File: config.mk
export PLATFORM = sky130hd
export DESIGN_NAME = vfifo_rd_fwft_flat
export DESIGN_NICKNAME = d
export VERILOG_FILES = /design/src/rtl/vfifo_pkg.sv /design/src/rtl/vfifo_rd_fwft_if.sv /design/src/rtl/vfifo_fwft_buf.sv /design/src/rtl/vfifo_rd_fwft.sv /design/src/flat_wrapper.sv
export SDC_FILE = /design/constraint.sdc
export NUM_CORES = 1
export LEC_CHECK = 0
export ABC_AREA = 1
export CAP_MARGIN = 5
export CORE_AREA = 10 10 72 86
export CTS_CLUSTER_DIAMETER = 150
export CTS_CLUSTER_SIZE = 14
export DETAILED_ROUTE_END_ITERATION = 7
export DIE_AREA = 0 0 82 96
export GPL_TIMING_DRIVEN = 0
export PLACE_DENSITY = 0.81
export SYNTH_ARGS = -nofsm -noshare
export SYNTH_HDL_FRONTEND = slang
export SYNTH_SLANG_ARGS = --single-unit
export TNS_END_PERCENT = 30
File: constraint.sdc
create_clock -name clk -period 1.89 [get_ports clk]
set_input_delay 0.567 -clock clk [delete_from_list [all_inputs] [get_ports clk]]
set_output_delay 0.567 -clock clk [all_outputs]
set_load 0.02 [all_outputs]
File: src/rtl/vfifo_pkg.sv
// Shared constants and helpers for the versatile FIFO read side.
// Latency: none (definitions only). Backpressure: not applicable.
// FWFT_BUF_DEPTH sets the output skid depth that hides the RAM read latency.
package vfifo_pkg;

  localparam int FWFT_BUF_DEPTH = 2;
  localparam int FWFT_CNT_W     = $clog2(FWFT_BUF_DEPTH + 1);
  localparam int FWFT_IDX_W     = $clog2(FWFT_BUF_DEPTH);

  typedef logic [FWFT_CNT_W-1:0] fwft_cnt_t;
  typedef logic [FWFT_CNT_W:0]   fwft_occ_t;
  typedef logic [FWFT_IDX_W-1:0] fwft_idx_t;

  // Words committed to the buffer once this cycle's pop and in-flight read settle.
  function automatic fwft_occ_t fwft_committed(input fwft_cnt_t cnt,
                                               input logic      infl,
                                               input logic      pop);
    return {1'b0, cnt} + fwft_occ_t'(infl) - fwft_occ_t'(pop);
  endfunction

endpackage

File: src/rtl/vfifo_rd_fwft_if.sv
// RAM port-B, pointer and output-stream signals of the FWFT read controller.
// Latency: none (wiring only). Backpressure: dout_ready from the consumer.
// master = the controller, slave = RAM/writer/consumer side.
interface vfifo_rd_fwft_if #(
  parameter int DATA_WIDTH = 8,
  parameter int ADDR_WIDTH = 9
) ();

  logic [ADDR_WIDTH:0]   wr_ptr;
  logic [ADDR_WIDTH:0]   rd_ptr;
  logic [ADDR_WIDTH-1:0] adr_b;
  logic [DATA_WIDTH-1:0] q_b;
  logic [DATA_WIDTH-1:0] dout;
  logic                  dout_valid;
  logic                  dout_ready;
  logic                  empty;

  modport master (
    input  wr_ptr, q_b, dout_ready,
    output rd_ptr, adr_b, dout, dout_valid, empty
  );

  modport slave (
    output wr_ptr, q_b, dout_ready,
    input  rd_ptr, adr_b, dout, dout_valid, empty
  );

endinterface

File: src/rtl/vfifo_fwft_buf.sv
// Small in-order register queue that catches RAM read data for FWFT output.
// Latency: push visible at head the cycle after. Backpressure: caller must not push when full.
// Same-cycle push and pop keep cnt and advance the head.
module vfifo_fwft_buf
  import vfifo_pkg::*;
#(
  parameter int DATA_WIDTH = 8
) (
  input  logic                  clk,
  input  logic                  rst_n,
  input  logic                  push,
  input  logic [DATA_WIDTH-1:0] push_data,
  input  logic                  pop,
  output logic [DATA_WIDTH-1:0] head,
  output fwft_cnt_t             cnt
);

  logic [DATA_WIDTH-1:0] slot [FWFT_BUF_DEPTH];
  fwft_idx_t             wr_idx;
  fwft_idx_t             rd_idx;

  always_ff @(posedge clk or negedge rst_n) begin
    if (!rst_n) begin
      for (int i = 0; i < FWFT_BUF_DEPTH; i++) begin
        slot[i] <= '0;
      end
      wr_idx <= '0;
      rd_idx <= '0;
    end else begin
      if (push) begin
        slot[wr_idx] <= push_data;
        wr_idx       <= wr_idx + fwft_idx_t'(1);
      end
      if (pop) begin
        rd_idx <= rd_idx + fwft_idx_t'(1);
      end
    end
  end

  always_ff @(posedge clk or negedge rst_n) begin
    if (!rst_n) begin
      cnt <= '0;
    end else begin
      case ({push, pop})
        2'b10:   cnt <= cnt + fwft_cnt_t'(1);
        2'b01:   cnt <= cnt - fwft_cnt_t'(1);
        default: cnt <= cnt;
      endcase
    end
  end

  assign head = slot[rd_idx];

endmodule

File: src/rtl/vfifo_rd_fwft.sv
// FWFT read controller: owns rd_ptr, drives RAM port-B address, streams words out.
// Latency: wr_ptr change to dout_valid is 2 cycles. Backpressure: at most 2 words fetched past the last pop.
// rd_ptr is a plain register so it can be Gray-coded and synchronised outside.
module vfifo_rd_fwft
  import vfifo_pkg::*;
#(
  parameter int DATA_WIDTH = 8,
  parameter int ADDR_WIDTH = 9
) (
  input  logic            clk,
  input  logic            rst_n,
  vfifo_rd_fwft_if.master bus
);

  logic [ADDR_WIDTH:0]   rd_ptr_q;
  logic                  infl_q;
  fwft_cnt_t             cnt;
  logic [DATA_WIDTH-1:0] head;
  logic                  avail;
  logic                  pop;
  logic                  issue;
  logic                  dout_valid;

  // Only equality matters, so a multi-step jump of the synchronised wr_ptr is harmless.
  assign avail      = (bus.wr_ptr != rd_ptr_q);
  assign dout_valid = (cnt != '0);
  assign pop        = dout_valid & bus.dout_ready;

  // Fetch only if the word still has a buffer slot when it lands next cycle.
  assign issue = avail &&
                 (fwft_committed(cnt, infl_q, pop) < fwft_occ_t'(FWFT_BUF_DEPTH));

  always_ff @(posedge clk or negedge rst_n) begin
    if (!rst_n) begin
      rd_ptr_q <= '0;
      infl_q   <= 1'b0;
    end else begin
      if (issue) begin
        rd_ptr_q <= rd_ptr_q + (ADDR_WIDTH+1)'(1);
      end
      infl_q <= issue;
    end
  end

  vfifo_fwft_buf #(
    .DATA_WIDTH (DATA_WIDTH)
  ) u_buf (
    .clk       (clk),
    .rst_n     (rst_n),
    .push      (infl_q),
    .push_data (bus.q_b),
    .pop       (pop),
    .head      (head),
    .cnt       (cnt)
  );

  assign bus.rd_ptr     = rd_ptr_q;
  assign bus.adr_b      = rd_ptr_q[ADDR_WIDTH-1:0];
  assign bus.dout       = head;
  assign bus.dout_valid = dout_valid;
  assign bus.empty      = !avail && !infl_q && (cnt == '0);

endmodule
File: src/flat_wrapper.sv
// flat-port wrapper written by rule: the top's interface ports become plain ports
module vfifo_rd_fwft_flat import vfifo_pkg::*;
#(
  parameter int DATA_WIDTH = 8,
  parameter int ADDR_WIDTH = 9
)
  (clk, rst_n, bus_wr_ptr, bus_q_b, bus_dout_ready, bus_rd_ptr, bus_adr_b, bus_dout, bus_dout_valid, bus_empty);
  vfifo_rd_fwft_if #(.DATA_WIDTH(DATA_WIDTH), .ADDR_WIDTH(ADDR_WIDTH)) bus_i ();
  input  logic clk;
  input  logic rst_n;
  input wire logic [$bits(bus_i.wr_ptr)-1:0] bus_wr_ptr;
  input wire logic [$bits(bus_i.q_b)-1:0] bus_q_b;
  input wire logic [$bits(bus_i.dout_ready)-1:0] bus_dout_ready;
  output wire logic [$bits(bus_i.rd_ptr)-1:0] bus_rd_ptr;
  output wire logic [$bits(bus_i.adr_b)-1:0] bus_adr_b;
  output wire logic [$bits(bus_i.dout)-1:0] bus_dout;
  output wire logic [$bits(bus_i.dout_valid)-1:0] bus_dout_valid;
  output wire logic [$bits(bus_i.empty)-1:0] bus_empty;
  assign bus_i.wr_ptr = bus_wr_ptr;
  assign bus_i.q_b = bus_q_b;
  assign bus_i.dout_ready = bus_dout_ready;
  assign bus_rd_ptr = bus_i.rd_ptr;
  assign bus_adr_b = bus_i.adr_b;
  assign bus_dout = bus_i.dout;
  assign bus_dout_valid = bus_i.dout_valid;
  assign bus_empty = bus_i.empty;
  vfifo_rd_fwft #(.DATA_WIDTH(DATA_WIDTH), .ADDR_WIDTH(ADDR_WIDTH)) u_core (.clk(clk), .rst_n(rst_n), .bus(bus_i));
endmodule
### Word level (Yosys, flattened, before mapping)

Cells that the tools add are included.

* word-level logic and storage cells: 40
* output and inout bits: 29
* input bits: 21
* register bits after elaboration: 31

* bitwise gates (word level): 3
* reduce and logical (&&, ||, !) cells: 9
* equal/unequal tests: 3
* multiplexer cells: 7
* add/sub/neg operators: 7
* $lt $le $gt $ge: 4

Operators with widths (number)
* 2-to-1 mux 8 bit: 4
* bitwise mux 16 bit: 1
* adder 10 x 1 -> 10 bit (second input constant): 1
* != test 10 bit: 1
* demux 8 bit (select 1 bit): 1
* greater-or-equal comparator 2 bit (second input constant): 2
* logical AND 1 bit: 4
* inverter 1 -> 2 bit: 2
* one-hot mux 2 bit (2 select lines): 1
* nonzero test 2 bit: 2
* adder 2 x 1 -> 3 bit: 1
* less-than comparator 3 x 2 -> 1 bit (second input constant): 1
* subtractor 3 x 1 -> 3 bit: 1
* adder 1 bit (second input constant): 2
* adder 2 x 1 -> 2 bit (second input constant): 1
* equality test 2 x 1 -> 1 bit (second input constant): 1
* equality test 2 bit (second input constant): 1
* logical NOT 1 bit: 2
* logical NOT 2 bit: 1
* less-than comparator 2 x 1 -> 1 bit (second input constant): 1
* subtractor 2 x 1 -> 2 bit (second input constant): 1
* AND 1 bit: 1

### Logic depth before layout (Yosys ltp)

* word-level depth: 6
* gate-level depth with buffers: 13
* depth with buffers taken out: 13

### Cells and area by module

From an unflattened synthesis, not the netlist that was laid out.

* cell total of the unflattened synthesis: 255
* area, all modules: 2009.4 µm²

By module, submodules not included
* vfifo_rd_fwft: instances 1, cells an instance 148, area an instance 1069.8 µm²
* vfifo_fwft_buf: instances 1, cells an instance 107, area an instance 939.7 µm²

### Least setup slack after synthesis

OpenSTA, ideal clock, no wires.

* kind: input to register
* start: in bus_dout_ready
* end: reg u_core.rd_ptr_q[0] (netlist: u_core.bus.rd_ptr[0])
* path slack: -0.238 ns
* cell stages on the path: 11
* arrival: 2.009 ns
* required time: 1.772 ns
* setup time: 0.118 ns
* path through: inv_1 -> nor2_1 -> nand2_1 -> nand2_1 -> nand2_1 -> fa_1 -> nand3_1 -> inv_1 -> nand2_2 -> nand2_1 -> nand2_1

* word-level cells in the longest chain between the ends: 4

Ends and longest elaborated chain
* from (decl): line flat_wrapper.sv:13 `input wire logic [$bits(bus_i.dout_ready)-1:0] bus_dout_ready;`
* AND 1 bit: line vfifo_rd_fwft.sv:27 `assign pop = dout_valid & bus.dout_ready;`
* subtractor 3 x 1 -> 3 bit: line vfifo_pkg.sv:18 `return {1'b0, cnt} + fwft_occ_t'(infl) - fwft_occ_t'(pop);`
* less-than comparator 3 x 2 -> 1 bit: line vfifo_rd_fwft.sv:31 `(fwft_committed(cnt, infl_q, pop) < fwft_occ_t'(FWFT_BUF_DEPTH));`
* logical AND 1 bit: line vfifo_rd_fwft.sv:30 `assign issue = avail &&`
* to (signal assigned): line vfifo_rd_fwft.sv:39 `rd_ptr_q <= rd_ptr_q + (ADDR_WIDTH+1)'(1);`
* to (decl): line vfifo_rd_fwft.sv:15 `logic [ADDR_WIDTH:0] rd_ptr_q;`

Every way passes these cells.
A chain may end at the register's enable or synchronous reset.

### Worst setup path in the final report

* start: in bus_wr_ptr[8]
* end: out bus_empty

* word-level cells in the longest chain between the ends: 4

Ends and longest elaborated chain
* from (decl): line flat_wrapper.sv:11 `input wire logic [$bits(bus_i.wr_ptr)-1:0] bus_wr_ptr;`
* != test 10 bit: line vfifo_rd_fwft.sv:25 `assign avail = (bus.wr_ptr != rd_ptr_q);`
* logical NOT 1 bit: line vfifo_rd_fwft.sv:61 `assign bus.empty = !avail && !infl_q && (cnt == '0);`
* logical AND 1 bit (2 in series): line vfifo_rd_fwft.sv:61
* to (decl): line flat_wrapper.sv:18 `output wire logic [$bits(bus_i.empty)-1:0] bus_empty;`

Every way passes these cells.

==> metrics.cfg <==
[clock_network]
root_buffer=clkbuf_8
cts_max_level=2
cts_sinks=31
cts_buffers=5
clkTransAtPathRegs_ns=0.06
clock_path_buffers=2
clock_latency_ns=0.28
cts_tree=done

[status]
violations=setup timing
run_status=finished, violations left

[power_and_ir_drop]
power.internal_mw=2.11
seqPwrFrac=0.304
peakVddDrop_uv=518
p_clk_frac=0.127
switchingPower_mw=1.74
power_density_mw_per_mm2=1480
p_leak_nw=1.40
swShare=0.451
power_frac_comb=0.569

[final_layout]
final_nets=339
syn2layout_area_growth_pct=49.1
fin_util=0.577
finalInstanceArea_sq_mm=0.00261
n_antenna_cell=0
fin_cells=375
drive_above_1_share=0.328

[route]
drt_first_iter_violations=78
vias_per_cell=4.61
wirelength_um=4810
drc=0
ant_nets=0
dr_total_vias=1730
wl_per_cell_um=12.8
firstDrtPassIters=6

[timing]
max_slew_margin=0.494
finalHoldViolations=0
timing.final.ws_setup_ns=-0.246
finClkSkew_ns=0.00390
whs_ns=0.493
post-route-period-util=1.13
grt_setup_unrepaired=yes
setup_violations=12
tightestPinTransition_ns=0.756
fin_crit_ns=2.14
fmax_ghz=0.468
slew_violations=0

[worst_setup_path]
start_kind=input port
arrival_ns=1.57
cp_data_required_time_ns=1.32
critPathKind=input port to output port
crit_buf_inv=3
path_cells=clkdlybuf4s15_1, xor2_1, nor2_1, nand3_2, buf_6, nor3_4, buf_6
crit_top_cell=buf_6
setup.worst_path.end_class=output port
max_stage_delay_ns=0.18
crit_family=buffers and inverters
crit_fanout=2
critPathSlowestCell=nor2_1

[place]
postPlaceCellArea_sq_mm=0.00240
io_buffers=49
dp_hpwl_um=3260
gp_congestion=0.783
dp_cells=344
pre_cts_ws_ns=-1.17

[synth]
yosysSeqAreaShare=0.443
ys_types=23
ys_warn_count=0
netlist_top_cells_area=dfrtp_1, nand2_1, inv_1
synth_top_area_share=0.443
async_reset_ff_frac=1.00
synth_cells=236
synth_nets=259
synth_common_cells=nand2_1, dfrtp_1, inv_1
synth_edf_count=0
synthMostInstantiatedCell=nand2_1
synth_top_cell_by_area=dfrtp_1
synthFlopType=dfrtp_1
postSynthAreaPerCell_sq_um=7.42
mappedNetlistArea_sq_mm=0.00175
ys_ff_latch=31

[floorplan]
io_pins=50
rows=27
die_area_sq_mm=0.00787
die_x_um=82
initial_core_util=0.387
core_area_sq_mm=0.00453
die_y_um=96

[global_routing]
grt_overflow=0
grt_pass1_vias=1671
antenna_found_initial=0
grt_max_degree=19
grt_pass1_wl_um=7680
grtUsageTotal=0.121

[worst_hold_path]
min-delay-path-class=register to register

[flow_run]
drv_cap=0

power by group through the flow:
stage | clock [mW] | sequential [mW] | combinational (mW)
after floorplan | 0 | 1.21 | 1.28
after global placement | 0 | 1.19 | 2.02
after detailed placement | 0 | 1.21 | 2.06
after CTS | 0.498 | 1.18 | 2.16
after global routing | 0.524 | 1.21 | 2.41
final | 0.488 | 1.17 | 2.19
state kept, by name, summed over array words and instances, names as in the netlist:
register / count
u_core.infl_q: 1
u_core.u_buf.rd_idx: 1
u_core.bus.rd_ptr: 10
u_core.u_buf.slot: 16
u_core.u_buf.cnt: 2
u_core.u_buf.wr_idx: 1
cells by family (layout without fill, tap and decap cells):
kind of cell,after synthesis,in the layout,synth area share
AND/OR/NAND/NOR,128,128,0.299
buffers and inverters,44,125,0.123
flip-flops,31,31,0.443
AO/OA/AOI/OAI,18,18,0.0515
XOR/XNOR,13,13,0.0650
adder cells (fa/ha/maj),2,2,0.0186
final timing paths:
kind	from	to	slack, ns	cells past startpoint
max in group asynchronous	rst_n	u_core.bus.rd_ptr[2]$_DFFE_PN0P_	0.59	2
hold / removal	u_core.u_buf.slot[5]$_DFFE_PN0P_	u_core.u_buf.slot[5]$_DFFE_PN0P_	0.49	2
setup reg to reg	u_core.bus.rd_ptr[9]$_DFFE_PN0P_	u_core.bus.rd_ptr[9]$_DFFE_PN0P_	-0.16	13
min in group asynchronous	rst_n	u_core.u_buf.slot[4]$_DFFE_PN0P_	0.74	1
setup / recovery	bus_wr_ptr[8]	bus_empty	-0.25	7
hold reg to reg	u_core.u_buf.slot[5]$_DFFE_PN0P_	u_core.u_buf.slot[5]$_DFFE_PN0P_	0.49	2
per-stage QoR:
stage / total power, mW / TNS (ns)
6_report: 3.85 / -1.85
5_1_grt: 4.14 / -2.96
4_1_cts: 3.83 / -0.598
3_5_place_dp: 3.27 / -12.53
3_3_place_gp: 3.21 / -22.51
2_1_floorplan: 2.49 / -0.267
final cells by class:
cell class / instances / area [sq um]
timing repair buffer: 74 / 602
inverter: 30 / 133
tap: 58 / 72.6
clock buffer: 7 / 76.3
clock inverter: 1 / 5.00
sequential: 31 / 791
fill: 412 / 1920
buffer: 13 / 98.8
multi-input combinational: 161 / 832
worst min-delay path: stages (launching register included):
cell	delay, ns
dfrtp_1	0.34
nand2_1	0.05
o21ai_0	0.06
what timing repair did:
action | CTS | global route
setup endpoints to repair | 40 | 16
buffers inserted | 21 | 4
pin swaps | 20 | 5
hold endpoints to repair | 0 | 0
hold buffers | 0 | 0
resized for setup | 101 | 9
layer usage:
metal / wire length [um] / GRT usage
met1: 2030 / 0.146
met2: 2390 / 0.198
met5: 0 / 0
met4: 47 / 0.0511
met3: 346 / 0.0308
placed cells by master (no fill, tap or decap), drive strengths merged, types with 3 or more instances in the layout:
| cell | instances |
|---|---|
| nor2 | 11 |
| o21ai | 18 |
| dlygate4sd2 | 11 |
| nand2 | 97 |
| clkdlybuf4s50 | 9 |
| inv | 30 |
| dfrtp | 31 |
| buf | 58 |
| nand3 | 15 |
| nor3 | 3 |
| clkbuf | 11 |
| clkdlybuf4s15 | 5 |
| xnor2 | 4 |
| xor2 | 9 |
No activity file was read; power rests on OpenSTA's default activity.
==> RTL edit 1, RTL diff (config.mk and constraints unchanged) <==
`ADDR_WIDTH` is set to 9 in 3 places; all go to 7.
--- a/src/rtl/vfifo_rd_fwft_if.sv
+++ b/src/rtl/vfifo_rd_fwft_if.sv
@@ -3,7 +3,7 @@
 // master = the controller, slave = RAM/writer/consumer side.
 interface vfifo_rd_fwft_if #(
   parameter int DATA_WIDTH = 8,
-  parameter int ADDR_WIDTH = 9
+  parameter int ADDR_WIDTH = 7
 ) ();
 
   logic [ADDR_WIDTH:0]   wr_ptr;
--- a/src/rtl/vfifo_rd_fwft.sv
+++ b/src/rtl/vfifo_rd_fwft.sv
@@ -5,7 +5,7 @@
   import vfifo_pkg::*;
 #(
   parameter int DATA_WIDTH = 8,
-  parameter int ADDR_WIDTH = 9
+  parameter int ADDR_WIDTH = 7
 ) (
   input  logic            clk,
   input  logic            rst_n,
--- a/src/flat_wrapper.sv
+++ b/src/flat_wrapper.sv
@@ -2,7 +2,7 @@
 module vfifo_rd_fwft_flat import vfifo_pkg::*;
 #(
   parameter int DATA_WIDTH = 8,
-  parameter int ADDR_WIDTH = 9
+  parameter int ADDR_WIDTH = 7
 )
   (clk, rst_n, bus_wr_ptr, bus_q_b, bus_dout_ready, bus_rd_ptr, bus_adr_b, bus_dout, bus_dout_valid, bus_empty);
   vfifo_rd_fwft_if #(.DATA_WIDTH(DATA_WIDTH), .ADDR_WIDTH(ADDR_WIDTH)) bus_i ();
Interface: changed (resized bus_adr_b, bus_rd_ptr and bus_wr_ptr); port bits go from 50 to 44. The function was not compared with the original's and may differ.
==> RTL edit 1 against the unedited design <==
  * The flow still finishes with violations (setup timing)
  * Wire length fell by 12%
  * Worst setup slack better by 140 ps
  * Sequential share of layout area down 0.18 points
  * Clock power grew 16%
  * Power up 7.3%
  * Synthesized area down 5.9%
  * Critical path depth unchanged
  * Sequential cell count down 2
  * Core utilization down 3.6 points
  * Die area is the same
  * Design area down 6.2%
  * First-iteration DRC count is 31% lower
  * Count of clock-buffer cells in the layout did not move
  * Critical endpoint unchanged
  * Largest cell class unchanged
==> RTL edit 1: results (changes against the unedited design) <==
Outcome
  • Failing checks: setup timing
  • Status: finished with violations

Logic synthesis
  • Synthesized Nets: 224 (-14%)
  • Distinct cells, synth: 26 (+13%)
  • Top cells by count, synth: 79 x nand2_1, 29 x dfrtp_1, 24 x inv_1
  • Synth Area in XOR/XNOR: 0.0691 (+0.00410)
  • Synth area leaders: dfrtp_1 44%, nand2_1 18%, inv_1 5.5%, o21ai_2 4.3%, xor2_1 3.7%

Route
  • Initial drt markers: 54 (-31%)
  • Drt wl/cell: 12.6 µm (-1.9%)
  • Met3 WL post-DR: 354 µm (+2.3%)
  • Routed length on met1: 1750 µm (-14%)
  • Vias: 1,514 (-12%)

Place
  • Placed insts: 304 (-12%)
  • Routability Congestion: 0.787 (+0.54%)

Worst setup path
  • R2r worst-path depth: 10 (-3)
  • Critical path's slowest cell: clkdlybuf4s15_2

GRT
  • Met3 usage: 0.0429 (+0.0121)
  • Met1 Use GR: 0.116 (-0.0300)
  • Met2 Usage GRT: 0.183 (-0.0144)

Clock tree
  • Post-CTS Resized: 88 (-13%)
  • Setup bufs post-CTS: 14 (-33%)

Hold path
  • Worst hold path class: primary input to asynchronous set/reset pin

STA
  • Setup violators final: 9 (-3)
  • Final worst slack: -104 ps (+142 ps)
  • Setup TNS: -560 ps (+1290 ps)
  • WHS: 304 ps (-188 ps)

Pwr
  • Worst IR Drop VDD: 0.711 mV (+37%)
  • Leakage: 1.33 nW (-5.1%)
## RTL edit 1: area by class of cell
type | instances | area, µm²
well taps | 58 | 72.6
repair buffers | 68 | 539
clock inverters | 1 | 5.00
fillers | 436 | 2080
inverters | 25 | 110
multi-input cells | 139 | 797
clock buffers | 7 | 96.3
flip-flops and latches | 29 | 737
plain buffers | 11 | 90.1
## RTL edit 1: power by group
part | total (W) | internal (W) | switching [W]
clock | 0.000568 | 0.000328 | 0.000240
sequential | 0.00112 | 0.000910 | 0.000210
combinational | 0.00245 | 0.00110 | 0.00134
total | 0.00413 | 0.00234 | 0.00179
## RTL edit 1: worst register-to-register path, cell delays in order, from the launching register on
cell and delay, ps:
dfrtp_2 430, nor2_4 160, o21ai_1 90, nand2_2 90
nand2_2 50, fa_1 490, o21ai_2 70, a21oi_4 220
buf_6 150, nand3_1 80, nand2_1 80
==> RTL edit 2, RTL diff (config.mk and constraints unchanged) <==
Without the edit above. Reset style: synchronous (`rst_n`), changed in 3 clocked blocks.
--- a/src/rtl/vfifo_fwft_buf.sv
+++ b/src/rtl/vfifo_fwft_buf.sv
@@ -19,7 +19,7 @@
   fwft_idx_t             wr_idx;
   fwft_idx_t             rd_idx;
 
-  always_ff @(posedge clk or negedge rst_n) begin
+  always_ff @(posedge clk) begin
     if (!rst_n) begin
       for (int i = 0; i < FWFT_BUF_DEPTH; i++) begin
         slot[i] <= '0;
@@ -37,7 +37,7 @@
     end
   end
 
-  always_ff @(posedge clk or negedge rst_n) begin
+  always_ff @(posedge clk) begin
     if (!rst_n) begin
       cnt <= '0;
     end else begin
--- a/src/rtl/vfifo_rd_fwft.sv
+++ b/src/rtl/vfifo_rd_fwft.sv
@@ -30,7 +30,7 @@
   assign issue = avail &&
                  (fwft_committed(cnt, infl_q, pop) < fwft_occ_t'(FWFT_BUF_DEPTH));
 
-  always_ff @(posedge clk or negedge rst_n) begin
+  always_ff @(posedge clk) begin
     if (!rst_n) begin
       rd_ptr_q <= '0;
       infl_q   <= 1'b0;
Check against the original RTL: differs if rst_n is asserted again (counterexample within 4 cycles, from zero or initial values and one cycle with rst_n low); with rst_n held inactive, the same outputs for 10 cycles.
==> RTL edit 2 against the unedited design <==
  * The flow still finishes with violations (setup timing)
  * Sequential cell count is 1 higher
  * Fmax down 3.3%
  * Power shrank 7.8%
  * First-iteration DRC count decreased by 28%
  * Cell count down 8.3%
  * Wire length up 7.0%
  * Sequential power is 13% lower
  * Design area grew 3.5%
  * Synthesized area shrank 1.1%
  * Global-route usage grew 1.0 points
  * Sequential share of layout area is 0.47 points higher
  * Core utilization up 2.0 points
  * Worst setup slack worse by 73 ps
  * Largest cell class unchanged
==> RTL edit 2: results (changes against the unedited design) <==
Logic synthesis
  • Synthesized Nets: 233 (-10%)
  • Top cells by count, synth: 46 x nand2_1, 41 x nor2_1, 27 x inv_1
  • Post-synth ARST share: 0 (-1.00)
  • Post-synthesis compound-gate area fraction: 0.0492 (-0.00230)
  • Number of enable flip-flop cells after synthesis: 16 (+16)
  • Synth area leaders: edfxtp_1 28%, dfxtp_1 19%, nand2_1 10%, nor2_1 8.9%, inv_1 5.9%
  • Most used DFF post-synth: edfxtp_1
  • Seq/Total Area, Yosys: 0.463 (+0.0196)
  • Synth Area in XOR/XNOR: 0.0354 (-0.0296)

GRT
  • Largest net degree at the start of global routing: 12 (-7)
  • Met2 Usage GRT: 0.236 (+0.0386)
  • Met1 Use GR: 0.128 (-0.0181)
  • Met3 usage: 0.0345 (+0.00373)
  • First-pass GRT wire length: 8020 µm (+4.5%)
  • Vias in the first global route: 1,771 (+6.0%)
  • Gr usage total: 0.131 (+0.00999)

Pwr
  • Psw: 0.00139 W (-20%)
  • Sequential share of power: 0.286 (-0.018)
  • Leakage: 1.28 nW (-8.6%)
  • Clk pwr share: 0.183 (+0.056)
  • Internal power: 0.00216 W (+2.2%)

STA
  • Final worst slack: -319 ps (-73.2 ps)
  • Setup TNS: -3190 ps (-1340 ps)
  • Setup violators final: 12 (unchanged)
  • WHS: 449 ps (-43.7 ps)

Place
  • DP HPWL: 3110 µm (-4.6%)
  • Placed insts: 316 (-8.1%)
  • Port Buf Inserts: 48 (-2.0%)
  • Routability Congestion: 0.765 (-2.2%)
  • Pre-CTS WS: -1150 ps (+21.0 ps)

Worst setup path
  • Worst setup startpoint: u_core.bus.rd_ptr[9]
  • Worst-path maximum fanout: 4 (+2)
  • RR Startpoint: u_core.u_buf.cnt[1]
  • Arrival time at the worst endpoint: 1640 ps (+70 ps)
  • FF-to-FF End: u_core.bus.rd_ptr[8]
  • Crit path largest cell delay: 350 ps (+170 ps)
  • Critical path's slowest cell: dfxtp_1
  • Reg2reg setup slack: -300 ps (-140 ps)
  • R2r worst-path depth: 19 (+6)
  • Family with the most delay on the worst path: simple AND/OR/NAND/NOR gates

Route
  • Met3 WL post-DR: 322 µm (-6.9%)
  • Vias/cell: 4.80 (+4.0%)
  • Routed length on met1: 1890 µm (-6.9%)
  • Drt first pass iters: 4 (-2)
  • Initial drt markers: 56 (-28%)
  • DR WL met2: 2720 µm (+14%)
  • Total Routed Length: 5150 µm (+7.0%)

Finish
  • Layout cells sized above 1: 0.472 (+0.144)

Hold path
  • Hold depth: 1 (-1)
  • Start point of the worst hold path: u_core.u_buf.rd_idx

Outcome
  • Status: finished with violations
  • Failing checks: setup timing
## RTL edit 2: cell types whose count changed after synthesis, moves of 8 or more
cell | before | now
a21oi_1 | 0 | 8
edfxtp_1 | 0 | 16
mux2_2 | 0 | 8
dfxtp_1 | 0 | 16
o21ai_1 | 9 | 0
dfrtp_1 | 31 | 0
nor2_1 | 10 | 41
nand2_1 | 96 | 46
## RTL edit 2: repair_timing
action,4_1_cts,5_1_grt
pin swaps,32,8
cloned,0,0
setup buffers,15,6
setup endpoints to repair,39,18
gates resized for setup,132,18
hold buffers,0,0
## RTL edit 2: cell type report
type / instances / area, µm²
buffer: 12 / 104
clock buffer: 5 / 68.8
clock inverter: 3 / 42.5
fill: 393 / 1830
inverter: 27 / 114
multi-input combinational: 138 / 893
sequential: 32 / 831
tap: 58 / 72.6
timing repair buffer: 69 / 574
